===== src/rtl/fifo_rd_pkg.sv =====
// Shared constants and index helper for the FIFO stream reader.
package fifo_rd_pkg;

  localparam int FIFO_RD_CNT_W     = 16;
  localparam int FIFO_RD_DEPTH_MIN = 2;
  localparam int FIFO_RD_DEPTH_MAX = 8;
  // Index width that covers the largest legal buffer
  localparam int FIFO_RD_IDX_MAX_W = 3;

  function automatic logic [FIFO_RD_IDX_MAX_W-1:0] buf_idx_next(
    input logic [FIFO_RD_IDX_MAX_W-1:0] idx,
    input int                           depth
  );
    logic [FIFO_RD_IDX_MAX_W-1:0] nxt;
    if (int'(idx) >= depth - 1) begin
      nxt = '0;
    end else begin
      nxt = idx + 1'b1;
    end
    return nxt;
  endfunction

endpackage


===== src/rtl/fifo_rd_skid_buf.sv =====
// Circular output buffer for fifo_stream_reader: push at the tail, pop at the head,
// with an occupancy count the issue logic uses as credit.
module fifo_rd_skid_buf
  import fifo_rd_pkg::*;
#(
  parameter int WIDTH     = 8,
  parameter int BUF_DEPTH = 3,
  localparam int IDX_W    = $clog2(BUF_DEPTH),
  localparam int CNT_W    = $clog2(BUF_DEPTH + 1)
) (
  input  logic             clk,
  input  logic             rst,
  input  logic             push,
  input  logic [WIDTH-1:0] push_data,
  input  logic             pop,
  output logic             head_valid,
  output logic [WIDTH-1:0] head_data,
  output logic [CNT_W-1:0] count
);

  logic [WIDTH-1:0]     buf_reg [BUF_DEPTH];
  logic [IDX_W-1:0]     wr_idx_reg;
  logic [IDX_W-1:0]     wr_idx_next;
  logic [IDX_W-1:0]     rd_idx_reg;
  logic [IDX_W-1:0]     rd_idx_next;
  logic [CNT_W-1:0]     count_reg;
  logic [CNT_W-1:0]     count_next;
  logic [BUF_DEPTH-1:0] entry_we;
  logic                 pop_ok;

  assign head_valid = (count_reg != '0);
  assign head_data  = buf_reg[rd_idx_reg];
  assign count      = count_reg;
  // A pop against an empty buffer is ignored rather than corrupting the indices
  assign pop_ok     = pop && head_valid;

  for (genvar gi = 0; gi < BUF_DEPTH; gi++) begin : g_we
    assign entry_we[gi] = push && (wr_idx_reg == IDX_W'(gi));
  end

  always_comb begin
    wr_idx_next = wr_idx_reg;
    rd_idx_next = rd_idx_reg;
    count_next  = count_reg;
    if (push) begin
      wr_idx_next = IDX_W'(buf_idx_next(FIFO_RD_IDX_MAX_W'(wr_idx_reg), BUF_DEPTH));
    end
    if (pop_ok) begin
      rd_idx_next = IDX_W'(buf_idx_next(FIFO_RD_IDX_MAX_W'(rd_idx_reg), BUF_DEPTH));
    end
    case ({push, pop_ok})
      2'b10:   count_next = count_reg + 1'b1;
      2'b01:   count_next = count_reg - 1'b1;
      default: count_next = count_reg;
    endcase
  end

  always_ff @(posedge clk or posedge rst) begin
    if (rst) begin
      for (int i = 0; i < BUF_DEPTH; i++) begin
        buf_reg[i] <= '0;
      end
      wr_idx_reg <= '0;
      rd_idx_reg <= '0;
      count_reg  <= '0;
    end else begin
      for (int i = 0; i < BUF_DEPTH; i++) begin
        if (entry_we[i]) begin
          buf_reg[i] <= push_data;
        end
      end
      wr_idx_reg <= wr_idx_next;
      rd_idx_reg <= rd_idx_next;
      count_reg  <= count_next;
    end
  end

  // Credit accounting upstream must never let a capture land in a full buffer
  a_no_overflow: assert property (@(posedge clk) disable iff (rst)
    !(push && count_reg == CNT_W'(BUF_DEPTH)));

endmodule


===== src/rtl/fifo_stream_reader.sv =====
// Drains a synchronous FIFO into a valid/ready stream via a credit-managed skid buffer.
// Optional handshake counter port xfer_count is enabled by defining FIFO_RD_STATS_EN.
module fifo_stream_reader
  import fifo_rd_pkg::*;
#(
  parameter int WIDTH     = 8,
  parameter int BUF_DEPTH = 3
) (
  input  logic             clk,
  input  logic             rst,
  input  logic             fifo_empty,
  input  logic [WIDTH-1:0] fifo_dout,
  output logic             fifo_rd_en,
  output logic             m_valid,
  output logic [WIDTH-1:0] m_data,
  input  logic             m_ready
`ifdef FIFO_RD_STATS_EN
  ,
  output logic [FIFO_RD_CNT_W-1:0] xfer_count
`endif
);

  localparam int CNT_W = $clog2(BUF_DEPTH + 1);
  localparam int SUM_W = CNT_W + 1;

  if (BUF_DEPTH < FIFO_RD_DEPTH_MIN || BUF_DEPTH > FIFO_RD_DEPTH_MAX) begin : g_depth_check
    $error("fifo_stream_reader: BUF_DEPTH must be within 2..8");
  end

  logic             inflight_reg;
  logic             inflight_next;
  logic [CNT_W-1:0] count;
  logic [SUM_W-1:0] credit_used;
  logic             pop;

  // Issue depends only on registered state, so m_ready never reaches fifo_rd_en
  assign credit_used   = {1'b0, count} + SUM_W'(inflight_reg);
  assign fifo_rd_en    = !fifo_empty && (credit_used < SUM_W'(BUF_DEPTH));
  assign inflight_next = fifo_rd_en && !fifo_empty;
  assign pop           = m_valid && m_ready;

  always_ff @(posedge clk or posedge rst) begin
    if (rst) begin
      inflight_reg <= 1'b0;
    end else begin
      inflight_reg <= inflight_next;
    end
  end

  fifo_rd_skid_buf #(
    .WIDTH     (WIDTH),
    .BUF_DEPTH (BUF_DEPTH)
  ) u_skid_buf (
    .clk        (clk),
    .rst        (rst),
    .push       (inflight_reg),
    .push_data  (fifo_dout),
    .pop        (pop),
    .head_valid (m_valid),
    .head_data  (m_data),
    .count      (count)
  );

`ifdef FIFO_RD_STATS_EN
  logic [FIFO_RD_CNT_W-1:0] xfer_count_reg;
  logic [FIFO_RD_CNT_W-1:0] xfer_count_next;

  assign xfer_count_next = pop ? xfer_count_reg + 1'b1 : xfer_count_reg;
  assign xfer_count      = xfer_count_reg;

  always_ff @(posedge clk or posedge rst) begin
    if (rst) begin
      xfer_count_reg <= '0;
    end else begin
      xfer_count_reg <= xfer_count_next;
    end
  end
`endif

endmodule

===== config.mk =====
export PLATFORM = sky130hd
export DESIGN_NAME = fifo_stream_reader
export DESIGN_NICKNAME = d
export VERILOG_FILES = /design/src/rtl/fifo_rd_pkg.sv /design/src/rtl/fifo_rd_skid_buf.sv /design/src/rtl/fifo_stream_reader.sv
export SDC_FILE = /design/constraint.sdc
export NUM_CORES = 1
export LEC_CHECK = 0
export BUFFER_PORTS_ARGS = -buffer_cell sky130_fd_sc_hd__clkbuf_2
export CAP_MARGIN = 20
export CORE_MARGIN = 3
export CORE_UTILIZATION = 49
export CTS_CLUSTER_SIZE = 10
export DETAILED_ROUTE_END_ITERATION = 16
export GPL_TIMING_DRIVEN = 0
export PLACE_DENSITY = 0.73
export SYNTH_ARGS = -nofsm -noshare
export SYNTH_HDL_FRONTEND = slang
export SYNTH_SLANG_ARGS = --single-unit

===== constraint.sdc =====
create_clock -name clk -period 1.5 [get_ports clk]
set_input_delay 0.15 -clock clk [delete_from_list [all_inputs] [get_ports clk]]
set_output_delay 0.15 -clock clk [all_outputs]
set_load 0.03 [all_outputs]

Yosys cells after proc, flatten, opt, wreduce, memory -nomap -nowiden:

Cells that the tools add are included.

* register bits after elaboration: 31
* input port bits: 12
* output and inout bits: 10
* word-level logic and storage cells: 38

* add/subtract/negate cells: 5
* magnitude comparators: 4
* equality and inequality tests: 4
* mux-type cells: 6
* bitwise logic cells: 1
* reductions and logical operators: 11

Operator list (number)
* $bmux 8 s2: 1
* $mux 8: 2
* $logic_and 1x1->1: 7
* $add 2x1->2 const B: 3
* $eq 2x1->1 const B: 2
* $eq 2x2->1 const B: 2
* $ge 2x2->1 const B: 2
* $mux 2: 2
* $pmux 2 s2: 1
* $reduce_bool 2->1: 2
* $add 2x1->3: 1
* $ge 3x3->1 const B: 1
* $lt 3x2->1 const B: 1
* $not 2->3: 1
* $logic_not 2->1: 1
* $sub 2x1->2 const B: 1
* $logic_not 1->1: 1

Longest topological paths before layout:

* depth in word-level cells: 5
* depth in mapped cells: 6
* mapped depth without buffers: 6

Cells and area by module:

Synthesis repeated with hierarchy kept, for this count alone.

* cell total of the unflattened synthesis: 108
* area total of the unflattened synthesis: 1436.4 sq um

Modules (own cells, without submodules)
* fifo_rd_skid_buf: times used 1, cells each 102, area each 1363.8 sq um, sequential area each 750.7 sq um
* fifo_stream_reader: times used 1, cells each 6, area each 72.6 sq um, sequential area each 25.0 sq um

Worst setup path before layout:

No wires, ideal clock.

* path kind: flip-flop to flip-flop
* start: register u_skid_buf.count_reg[0] (netlist: u_skid_buf.count[0])
* end: register inflight_reg
* arrival time: 1.693 ns
* data required time: 1.288 ns
* path slack: -0.405 ns
* cell stages (with the launch flop): 4
* path buffers: 0
* period minus slack after synthesis: 1.905 ns
* cell sequence: dfrtp_1 ha_1 ha_1 a211oi_1

* word-level cells in the longest chain between the ends: 4

RTL lines
* from (decl): line fifo_rd_skid_buf.sv:26 `logic [CNT_W-1:0] count_reg;`
* from (signal assigned): line fifo_rd_skid_buf.sv:74 `count_reg <= count_next;`
* $add 2x1->3: line fifo_stream_reader.sv:37 `assign credit_used = {1'b0, count} + SUM_W'(inflight_reg);`
* $lt 3x2->1: line fifo_stream_reader.sv:38 `assign fifo_rd_en = !fifo_empty && (credit_used < SUM_W'(BUF_DEPTH));`
* $logic_and 1x1->1: line fifo_stream_reader.sv:38
* via fifo_rd_en: line fifo_stream_reader.sv:13 `output logic fifo_rd_en,`
* $logic_and 1x1->1: line fifo_stream_reader.sv:39 `assign inflight_next = fifo_rd_en && !fifo_empty;`
* to (signal assigned): line fifo_stream_reader.sv:46 `inflight_reg <= inflight_next;`
* to (decl): line fifo_stream_reader.sv:30 `logic inflight_reg;`

The timed path passes the listed nets, and every way through them passes these cells.
A chain may end at the register's enable or synchronous reset.

Final worst setup path:

* start: register u_skid_buf.count_reg[0] (netlist: u_skid_buf.count[0])
* end: output fifo_rd_en

* word-level cells in the longest chain between the ends: 3

RTL lines (line)
* $add 2x1->3: fifo_stream_reader.sv:37
* $lt 3x2->1: fifo_stream_reader.sv:38
* $logic_and 1x1->1: fifo_stream_reader.sv:38
* to (decl): fifo_stream_reader.sv:13

Every way passes these cells.

==> results <==
- The signal arrival time at the worst endpoint is 1.55 ns.
- The core area is 2610 µm².
- At the placement stage, the worst setup path has a slack of -0.134 ns.
- For met2 alone, demand over resource in global routing was 0.296.
- Ranked by total cell area, the synthesized netlist is headed by sky130_fd_sc_hd__dfrtp_1 55%, sky130_fd_sc_hd__mux2_2 13%, sky130_fd_sc_hd__mux2_4 8.4%.
- STA puts the critical path data required time at 1.35 ns.
- The clock tree root driver cell is sky130_fd_sc_hd__clkbuf_4.
- Of the total power, combinational logic draws 0.570.
- The first-pass GRT wire length is 4590 µm.
- The switching fraction of total power is 0.389.
- The number of buffer and inverter instances along the worst setup path is 1.
- The max-capacitance violation count is 0.
- Setup slack on the critical path of the routed design comes to -0.205 ns.
- STA classifies the critical path startpoint as a flip-flop.
- The initialized floorplan defines 18 standard-cell rows.
- The count of nets left with antenna violations after detail routing is 0.
- Averaged over all synthesized cells, the footprint is 13.3 µm².
- The global-route met1 utilization is 0.228.
- The pin count of the biggest net entering global routing is 21.
- The cell area power density is between 2000 and 3000 nW/µm².
- The largest fanout on the critical path is 2.
- The post-route DRC violation count is 0.
- The signal on the critical path passes through ha_2 -> ha_4 -> a211oi_4 -> clkbuf_8.
- The completed layout was analyzed and its total power is 4.99 mW.
- The routed design has 2960 µm of wire.
- The worst clock skew on the final layout is 0.00393 ns.
- The sequential area share after synthesis is 0.545.
- The routed via count is 986.
- The category of the critical setup timing path is flip-flop to output port.
- In the final layout, the share of cells above drive strength 1 is 0.537.
- For this run, global-route usage on met3 was measured as 0.0518.
- The reg-to-reg startpoint is inflight_reg$_DFF_PP0_.
- After routing, the total negative slack on setup checks comes to -0.749 ns.
- The initial utilization of the core area, before any placement, comes to 0.545.
- The count of cells along the worst hold path is 2.
- The number of antenna violations at the first check in global routing is 0.
- The proportion of netlist area held by the largest area contributor is 0.545.
- The area enclosed by the die boundary is 3590 µm².
- The vertical die dimension is 59.9 µm.
- Of the total power, registers draw 0.318.
- The worst register-to-register path ends at u_skid_buf.buf_reg[0]$_DFFE_PP0P_.
- The largest stage delay on the critical path is a little over 0.4 ns.
- The measured slew at the worst slew-check pin is 0.539 ns.
- Headroom to the max-slew limit came out at 0.640.
- The via count of the first global-routing pass is 996.
- The number of pins with negative max-slew slack in the final report is 0.
- The path class of the tightest hold or removal check is primary input to flip-flop.
- Once detailed placement completed, the half-perimeter wirelength came to 1820 µm.
- Of all cell types, the one taking the most synthesized area is sky130_fd_sc_hd__dfrtp_1.
- Clock-pin slew was measured on the worst setup and hold paths at ~0.10 ns.
- In this run, the number of DRC markers left after iteration 0 of detailed routing was 21.
- Synthesis produced 107 cells.
- Summed over all cells, the static leakage comes to 0.900 nW.
- In this run the number of H-tree levels came out at 2.
- The path with the worst hold slack has its endpoint at u_skid_buf.buf_reg[3]$_DFFE_PP0P_.
- The startpoint of the worst hold path is fifo_dout[3].
- The area of the mapped netlist is 1420 µm².
- The total net switching power is 1.94 mW.
- The final reports fail on setup timing.
- When the netlist entered floorplanning its net count stood at 122.
- The run finished, with violations left.
- Using the TritonRoute via totals, the vias-per-cell ratio works out to 5.51.
- Dividing the detail-routed wire length by the instance count gives 16.5 µm.
- The critical path's top delay family is adder cells.
- VDD sags by at most 1.62 mV.
- TritonCTS built the clock tree.
- The maximum clock path buffer count is 2.
- The worst setup path is captured at an output port.
- The maximum clock frequency is 587 MHz.
- The final cycle utilization of the critical path is 1.14.
- Yosys printed 0 warnings.
- The net count of the finished layout is 163.
- The worst-path cell with the longest stage delay is sky130_fd_sc_hd__dfrtp_1.
- The share of total power in the clock network is 0.112.
- After global routing the overflow that remains totals 0.
- For the finished layout, the period the worst path requires is 1.70 ns.
- The die is 59.9 µm wide.
- The final estimated routing congestion in global placement is around 0.7.
- The pre-antenna-repair detailed-routing pass consisted of 2 iterations.
- In this run the most used layer during global routing was met2.
- The final hold violation count is 0.
- The internal power component is 3.05 mW.
- The core utilization of the finished layout is 0.730.
- The clock latency at the later pin of the worst-skew pair is 0.33 ns.
- The port buffer count is 21.
- Compared with the post-synthesis result, the final layout area differs by 34.0%.
- The minimum setup slack among reg-to-reg paths is 0.02 ns.
- The clock sink count is 31.
- The number of cells on the worst reg-to-reg path is 5.
- The number of distinct library cells after synthesis is 25.
- The number of antenna diodes in the final layout is 0.
- The number of setup violations in the final report is 10.
- The number of buffers created by CTS is 5.
- Setup repair after global routing could not meet its margin everywhere.
- 22 I/O pins were placed.
- The global-route usage over all layers is 0.180.
- The register with the most flip-flops in the layout has 24 of them.
- Counting flops and latches in the post-synthesis netlist gives 31.
[power by group through the flow]
| stage | clock network, mW | registers, mW | logic, mW |
|---|---|---|---|
| floorplan | 0 | 1.49 | 1.74 |
| global placement | 0 | 1.53 | 2.12 |
| detailed placement | 0 | 1.56 | 2.21 |
| CTS | 0.568 | 1.57 | 2.70 |
| global route | 0.614 | 1.64 | 3.02 |
| finish | 0.556 | 1.59 | 2.84 |
[layout by cell type, fill, tap and decap left out, types with 2 or more instances in the layout]
master                     instances
sky130_fd_sc_hd__mux2i_1           8
sky130_fd_sc_hd__buf_4            16
sky130_fd_sc_hd__clkbuf_4          5
sky130_fd_sc_hd__ha_4              2
sky130_fd_sc_hd__nand2_1           9
sky130_fd_sc_hd__clkbuf_8          4
sky130_fd_sc_hd__o21ai_0           2
sky130_fd_sc_hd__a21o_1            2
sky130_fd_sc_hd__buf_6             2
sky130_fd_sc_hd__dfrtp_1          30
sky130_fd_sc_hd__buf_16            2
sky130_fd_sc_hd__inv_2             3
sky130_fd_sc_hd__mux2_4            8
sky130_fd_sc_hd__mux2_2           16
sky130_fd_sc_hd__o21ai_1           7
sky130_fd_sc_hd__clkbuf_2         12
[per-stage QoR]
| step | hold WS (ns) | std cells | instance area, µm² |
|---|---|---|---|
| floorplan | 0.251 | 107 | 1440 |
| global placement | 0.335 | 158 | 1580 |
| detailed placement | 0.195 | 159 | 1610 |
| CTS | 0.0696 | 176 | 1850 |
| global route | 0.0632 | 179 | 1910 |
| finish | 0.0761 | 179 | 1910 |
[metal layers]
| metal | up-vias | wire, µm |
|---|---|---|
| li1 | 464 | - |
| met1 | 500 | 1270 |
| met2 | 18 | 1560 |
| met3 | 4 | 95 |
| met4 | 0 | 34 |
| met5 | - | 0 |
[logic make-up after synthesis]
kind of cell	count (synthesis)	synth area share
buffers and inverters	7	0.0246
multiplexers	32	0.267
adder cells (fa/ha/maj)	3	0.0264
AO/OA/AOI/OAI	14	0.0554
flip-flops	31	0.545
XOR/XNOR	3	0.0185
AND/OR/NAND/NOR	17	0.0624
[layout make-up]
| cell class | count | area (µm²) |
|---|---|---|
| plain buffers | 3 | 31.3 |
| clock buffers | 8 | 68.8 |
| fillers | 173 | 706 |
| inverters | 4 | 15.0 |
| multi-input cells | 69 | 678 |
| flip-flops and latches | 31 | 777 |
| well taps | 30 | 37.5 |
| repair buffers | 34 | 299 |
[Yosys cell counts]
cell type	number
sky130_fd_sc_hd__clkbuf_1	1
sky130_fd_sc_hd__mux2_4	8
sky130_fd_sc_hd__inv_1	2
sky130_fd_sc_hd__buf_6	1
sky130_fd_sc_hd__nand3_1	1
sky130_fd_sc_hd__nor2b_1	1
sky130_fd_sc_hd__nor3_1	1
sky130_fd_sc_hd__nor3_4	1
sky130_fd_sc_hd__ha_1	3
sky130_fd_sc_hd__a211oi_1	1
sky130_fd_sc_hd__nand2b_1	1
sky130_fd_sc_hd__mux2_2	16
sky130_fd_sc_hd__xnor2_1	2
sky130_fd_sc_hd__a21o_1	2
sky130_fd_sc_hd__o21ai_0	10
sky130_fd_sc_hd__xor2_1	1
sky130_fd_sc_hd__dfrtp_1	31
sky130_fd_sc_hd__or3_1	1
sky130_fd_sc_hd__nor2_1	1
sky130_fd_sc_hd__o22ai_1	1
sky130_fd_sc_hd__buf_2	1
sky130_fd_sc_hd__or2_2	1
sky130_fd_sc_hd__inv_2	2
sky130_fd_sc_hd__mux2i_1	8
sky130_fd_sc_hd__nand2_1	9
[timing repair]
action | CTS | global route
cloned | 1 | 0
pin swaps | 3 | 7
hold buffers | 1 | 0
buffers inserted | 8 | 5
endpoints found under the hold margin | 11 | 0
gates resized for setup | 27 | 13
endpoints found under the setup margin | 11 | 27
[how the worst max path moves through the flow]
stage / startpoint / to / slack (ns) / depth (start not counted)
after detailed placement: u_skid_buf.count[0]$_DFFE_PP0P_ / u_skid_buf.count[1]$_DFFE_PP0P_ / -0.13 / 6
after global placement: u_skid_buf.count[0]$_DFFE_PP0P_ / u_skid_buf.count[1]$_DFFE_PP0P_ / -0.07 / 5
after global routing: u_skid_buf.count[0]$_DFFE_PP0P_ / fifo_rd_en / -0.27 / 4
final: u_skid_buf.count[0]$_DFFE_PP0P_ / fifo_rd_en / -0.20 / 4
after floorplan: u_skid_buf.count[0]$_DFFE_PP0P_ / inflight_reg$_DFF_PP0_ / 0.02 / 3
after CTS: u_skid_buf.count[0]$_DFFE_PP0P_ / fifo_rd_en / -0.20 / 4
Note: power is estimated with default switching activity, not from simulation.
